[src/rtl/instr_sequencer_if.sv]
// Handshake and program-load bundle for instr_sequencer.
// The slave modport is the sequencer; the master modport is whoever drives it.
interface instr_sequencer_if;
   logic        load_en;
   logic [3:0]  load_addr;
   logic [11:0] load_data;
   logic        start;
   logic        abort;
   logic        instr_ready;
   logic        instr_valid;
   logic [3:0]  opcode;
   logic [1:0]  rd;
   logic [1:0]  rs1;
   logic [1:0]  rs2;
   logic [3:0]  pc;
   logic        busy;
   logic        done;
   logic [7:0]  issue_count;

   modport master (
      output load_en, load_addr, load_data, start, abort, instr_ready,
      input  instr_valid, opcode, rd, rs1, rs2, pc, busy, done, issue_count
   );

   modport slave (
      input  load_en, load_addr, load_data, start, abort, instr_ready,
      output instr_valid, opcode, rd, rs1, rs2, pc, busy, done, issue_count
   );
endinterface

[src/rtl/instr_sequencer.sv]
// Steps through a 16-word program memory, issuing one instruction per valid/ready handshake.
// Define SEQ_LOOP_EN to wrap from address 15 back to 0 instead of stopping.
module instr_sequencer (
   input logic              clk,
   input logic              rst_n,
   instr_sequencer_if.slave bus
);

`ifdef SEQ_LOOP_EN
   localparam bit LoopEn = 1'b1;
`else
   localparam bit LoopEn = 1'b0;
`endif

   localparam logic [3:0]  OpHalt   = 4'hE;
   localparam logic [11:0] HaltWord = 12'hE00;

   typedef enum logic [1:0] {StIdle, StFetch, StIssue, StDone} state_e;

   state_e      state_q;
   logic [11:0] mem_q [16];
   logic [11:0] ir_q;
   logic [3:0]  pc_q;
   logic [7:0]  count_q;
   logic        valid_q;
   logic        busy_q;
   logic        done_q;
   logic        unused_rsvd;

   // Program memory only accepts writes while not executing.
   always_ff @(posedge clk or negedge rst_n) begin
      if (!rst_n) begin
         for (int i = 0; i < 16; i++) begin
            mem_q[i] <= HaltWord;
         end
      end else if (bus.load_en && (state_q == StIdle || state_q == StDone)) begin
         mem_q[bus.load_addr] <= bus.load_data;
      end
   end

   always_ff @(posedge clk or negedge rst_n) begin
      if (!rst_n) begin
         state_q <= StIdle;
         ir_q    <= '0;
         pc_q    <= '0;
         count_q <= '0;
         valid_q <= 1'b0;
         busy_q  <= 1'b0;
         done_q  <= 1'b0;
      end else if (bus.abort) begin
         state_q <= StIdle;
         valid_q <= 1'b0;
         busy_q  <= 1'b0;
         done_q  <= 1'b0;
      end else begin
         case (state_q)
            StIdle, StDone: begin
               if (bus.start) begin
                  state_q <= StFetch;
                  pc_q    <= '0;
                  count_q <= '0;
                  busy_q  <= 1'b1;
                  done_q  <= 1'b0;
               end
            end
            StFetch: begin
               state_q <= StIssue;
               ir_q    <= mem_q[pc_q];
               valid_q <= (mem_q[pc_q][11:8] != OpHalt);
            end
            StIssue: begin
               // valid_q low here means the latched word is HALT.
               if (!valid_q) begin
                  state_q <= StDone;
                  busy_q  <= 1'b0;
                  done_q  <= 1'b1;
               end else if (bus.instr_ready) begin
                  valid_q <= 1'b0;
                  if (count_q != 8'hFF) begin
                     count_q <= count_q + 8'd1;
                  end
                  if (pc_q == 4'hF && !LoopEn) begin
                     state_q <= StDone;
                     busy_q  <= 1'b0;
                     done_q  <= 1'b1;
                  end else begin
                     state_q <= StFetch;
                     pc_q    <= pc_q + 4'd1;
                  end
               end
            end
            default: begin
               state_q <= StIdle;
               valid_q <= 1'b0;
               busy_q  <= 1'b0;
               done_q  <= 1'b0;
            end
         endcase
      end
   end

   assign unused_rsvd     = ^ir_q[1:0];

   assign bus.instr_valid = valid_q;
   assign bus.opcode      = ir_q[11:8];
   assign bus.rd          = ir_q[7:6];
   assign bus.rs1         = ir_q[5:4];
   assign bus.rs2         = ir_q[3:2];
   assign bus.pc          = pc_q;
   assign bus.busy        = busy_q;
   assign bus.done        = done_q;
   assign bus.issue_count = count_q;

endmodule

[src/flat_wrapper.sv]
// flat-port wrapper written by rule: the top's interface ports become plain ports
module instr_sequencer_flat 
  (clk, rst_n, bus_load_en, bus_load_addr, bus_load_data, bus_start, bus_abort, bus_instr_ready, bus_instr_valid, bus_opcode, bus_rd, bus_rs1, bus_rs2, bus_pc, bus_busy, bus_done, bus_issue_count);
  instr_sequencer_if bus_i ();
  input logic clk;
  input logic rst_n;
  input wire logic [$bits(bus_i.load_en)-1:0] bus_load_en;
  input wire logic [$bits(bus_i.load_addr)-1:0] bus_load_addr;
  input wire logic [$bits(bus_i.load_data)-1:0] bus_load_data;
  input wire logic [$bits(bus_i.start)-1:0] bus_start;
  input wire logic [$bits(bus_i.abort)-1:0] bus_abort;
  input wire logic [$bits(bus_i.instr_ready)-1:0] bus_instr_ready;
  output wire logic [$bits(bus_i.instr_valid)-1:0] bus_instr_valid;
  output wire logic [$bits(bus_i.opcode)-1:0] bus_opcode;
  output wire logic [$bits(bus_i.rd)-1:0] bus_rd;
  output wire logic [$bits(bus_i.rs1)-1:0] bus_rs1;
  output wire logic [$bits(bus_i.rs2)-1:0] bus_rs2;
  output wire logic [$bits(bus_i.pc)-1:0] bus_pc;
  output wire logic [$bits(bus_i.busy)-1:0] bus_busy;
  output wire logic [$bits(bus_i.done)-1:0] bus_done;
  output wire logic [$bits(bus_i.issue_count)-1:0] bus_issue_count;
  assign bus_i.load_en = bus_load_en;
  assign bus_i.load_addr = bus_load_addr;
  assign bus_i.load_data = bus_load_data;
  assign bus_i.start = bus_start;
  assign bus_i.abort = bus_abort;
  assign bus_i.instr_ready = bus_instr_ready;
  assign bus_instr_valid = bus_i.instr_valid;
  assign bus_opcode = bus_i.opcode;
  assign bus_rd = bus_i.rd;
  assign bus_rs1 = bus_i.rs1;
  assign bus_rs2 = bus_i.rs2;
  assign bus_pc = bus_i.pc;
  assign bus_busy = bus_i.busy;
  assign bus_done = bus_i.done;
  assign bus_issue_count = bus_i.issue_count;
  instr_sequencer u_core (.clk(clk), .rst_n(rst_n), .bus(bus_i));
endmodule
[config.mk]
export PLATFORM = sky130hd
export DESIGN_NAME = instr_sequencer_flat
export DESIGN_NICKNAME = d
export VERILOG_FILES = /design/src/rtl/instr_sequencer_if.sv /design/src/rtl/instr_sequencer.sv /design/src/flat_wrapper.sv
export SDC_FILE = /design/constraint.sdc
export NUM_CORES = 1
export LEC_CHECK = 0
export CAP_MARGIN = 20
export CORE_MARGIN = 2
export CORE_UTILIZATION = 35
export DETAILED_ROUTE_END_ITERATION = 6
export PLACE_DENSITY = 0.58
export REMOVE_ABC_BUFFERS = 1
export SYNTH_ARGS = -nofsm -noshare
export SYNTH_HDL_FRONTEND = slang
export SYNTH_SLANG_ARGS = --single-unit
[constraint.sdc]
create_clock -name clk -period 3.5 [get_ports clk]
set_input_delay 0.875 -clock clk [delete_from_list [all_inputs] [get_ports clk]]
set_output_delay 0.875 -clock clk [all_outputs]
set_load 0.02 [all_outputs]
==> flow_metrics.py <==
metrics = {
    "clock_tree": {
        "hold_buffers": 0,
        "path_clk_slew_ps": 70,
        "cts_num_sinks": 187,
        "numCtsBuffers": 17,
        "insertion_delay_ps": 430,
        "postCtsSetupRepairBufs": 0,
        "cts_resized": 0,
        "clk_path_buf_depth": 2,
        "cts_root_buf": "clkbuf_16",
        "cts_tree": "done",
        "htree_levels": 4,
    },
    "synthesis": {
        "syn_area_sq_um": 8740,
        "synth_area_leaders": "dfrtp_1 40%, mux2_2 21%, dfstp_2 14%",
        "synth_compound_area_share_pct": 4.68,
        "ys_seq_area_share_pct": 54.2,
        "syn_avg_cell_area_sq_um": 14.2,
        "yosysWarnings": 0,
        "synthCells": 614,
        "ys_ff_latch": 187,
        "synth_common_cells": "165 x mux2_2, 139 x dfrtp_1, 48 x dfstp_2",
        "synth_cell_type_count": 49,
        "synth_xor_area_share_pct": 0.701,
        "synthAdderAreaFrac_pct": 0.716,
        "ys_async_sr_fraction_pct": 100,
        "muxShareOfSynthArea_pct": 31.5,
        "ys.flop_type": "dfrtp_1",
        "yosysMostFrequentCell": "mux2_2",
        "synth-simple-area-share_pct": 5.67,
        "synth.top_cell.area_share_pct": 39.8,
        "synth-edff-count": 0,
        "synth_top_family_by_area": "multiplexers",
        "synth_top_area_cell": "dfrtp_1",
    },
    "drt": {
        "vias": 5299,
        "routed_wl_um": 19900,
        "postRouteAntennaNets": 0,
        "initialDrtViolationCount": 327,
        "routedWlPerCell_um": 19.9,
        "avgViaCountPerCell": 5.29,
        "drc": 0,
        "drt_pass1_iterations": 4,
    },
    "sta": {
        "period_needed_ps": 2840,
        "hold_slack_ps": 452,
        "fin_ws_ps": 665,
        "relSlewSlack_pct": 36.8,
        "max_freq_mhz": 353,
        "max_slew.worst_pin.slew_ps": 940,
        "setup_tns_ps": 0,
        "fin_crit_sh_pct": 81.0,
        "clock-skew-final_ps": 7.77,
        "drv_slew": 0,
        "finalHoldViolCount": 0,
        "rsz0062_at_grt": "no",
        "setup_violations": 0,
    },
    "grt": {
        "grt_pass1_vias": 5665,
        "track_usage_pct": 15.8,
        "grt_pass1_wl_um": 31800,
        "gr-total-overflow": 0,
        "grt_antenna_before_repair": 0,
        "grt_max_degree": 77,
    },
    "place": {
        "hpwl_um": 13600,
        "preCtsSetupSlack_ps": 504,
        "place_inst": 969,
        "gp_congestion": 0.747,
        "io_buffer_count": 44,
    },
    "die": {
        "die-width_um": 162,
        "die_h_um": 162,
        "core_sq_um": 24400,
        "dieArea_sq_um": 26300,
        "pin_count": 47,
        "num_rows": 57,
        "start_util_pct": 35.8,
    },
    "final_layout": {
        "multi_input_area_sq_um": 3790,
        "layout.cells.non_filler": 1001,
        "drive_above_1_share_pct": 45.2,
        "diodes": 0,
        "fillers": 2236,
        "syn2layout_area_growth_pct": 15.8,
        "regArea_sq_um": 4740,
        "final_nets": 691,
    },
    "job": {
        "drv_cap": 0,
    },
    "critical_path": {
        "critPathTopFamily": "flip-flops",
        "worst-endpoint-arrival_ps": 1960,
        "crit_chain": "clkdlybuf4s50_1",
        "slowest_delay_ps": 800,
        "critPathLaunchType": "flop",
        "required_ps": 2620,
        "endpoint_kind": "output pin",
        "worstSetupPathType": "flop to output pin",
        "path_max_fanout": 31,
        "slowest_stage": "dfrtp_4",
        "path_buf_inv": 1,
    },
    "power": {
        "power_w": 0.00654,
        "p_seq_share_pct": 49.8,
        "p_leak_nw": 4.08,
        "power.density_cell_area_nw_per_um2": 646,
        "ir_worst_vdd_v": 0.000278,
        "swShare_pct": 27.4,
        "internal_power_w": 0.00475,
        "p_clk_share_pct": 27.7,
        "pwr-share-comb_pct": 22.5,
        "switching_power_w": 0.00179,
    },
    "min_path": {
        "worstHoldPathType": "input pin to asynchronous set/reset pin",
    },
    "status": {
        "status": "complete, no violations",
    },
}
[registers in the layout (all words and copies together) (netlist names)]
name / flops
u_core.bus.busy: 1
u_core.bus.done: 1
u_core.bus.instr_valid: 1
u_core.bus.issue_count: 8
u_core.bus.pc: 4
u_core.ir_q: 10
u_core.mem_q: 160
u_core.state_q: 2
[power groups by stage]
stage	clock, W	sequential (W)	combinational (W)
2_1_floorplan	0	0.00327	0.000959
3_3_place_gp	0	0.00322	0.00142
3_5_place_dp	0	0.00329	0.00148
4_1_cts	0.00186	0.00326	0.00149
5_1_grt	0.00194	0.00334	0.00160
6_report	0.00181	0.00326	0.00147
[worst paths after layout]
check,start,to,slack [ps],cells past startpoint
min in group clk,u_core.ir_q[7],u_core.ir_q[7],480,2
setup / recovery,u_core.bus.pc[0],bus_pc[0],660,1
max in group asynchronous,rst_n,u_core.mem_q[34],2060,2
hold reg to reg,u_core.ir_q[7],u_core.ir_q[7],480,2
setup reg to reg,u_core.state_q[0],u_core.mem_q[79],1000,7
hold / removal,rst_n,u_core.mem_q[63],450,1
[metrics by stage]
step           util, %  instance area, sq um
3_3_place_gp      39.2                  9570
5_1_grt           41.5                 10100
4_1_cts           41.5                 10100
6_report          41.5                 10100
2_1_floorplan        -                  8550
3_5_place_dp      39.2                  9570
[kinds of logic (layout without fill, tap and decap cells)]
| group | count (synthesis) | after routing |
|---|---|---|
| flops | 187 | 187 |
| simple gates | 94 | 94 |
| fa+ha+maj | 5 | 5 |
| buf+inv | 40 | 103 |
| compound gates | 59 | 59 |
| mux | 222 | 222 |
| xor+xnor | 7 | 7 |
[cell usage in the layout, fill, tap and decap left out, types with 8 or more instances in the layout]
master / instances
buf_4: 20
nand2_1: 23
o21ai_0: 14
clkbuf_16: 18
a221oi_1: 8
clkdlybuf4s50_1: 43
nor2b_1: 9
nor2_1: 19
mux4_2: 26
mux2_2: 165
nor2_2: 9
mux2i_1: 28
dfstp_2: 48
a21oi_1: 9
dfrtp_1: 138
[layer usage]
metal  global-route usage [%]  vias to the layer above  part of all wire, %
li1                         -                     2369                    -
met3                     2.50                       23                  3.0
met2                     27.0                       89                   50
met5                        0                        -                    0
met1                     20.7                     2818                   45
met4                     5.27                        0                  1.4
[area by class of cell]
cell class	instances	area share (%)
clock inverter	12	0.828
multi-input combinational	387	37.4
sequential	187	46.9
clock buffer	20	4.62
tap	324	4.01
timing repair buffer	65	6.05
inverter	6	0.223
Note: power is estimated with default switching activity, not from simulation.
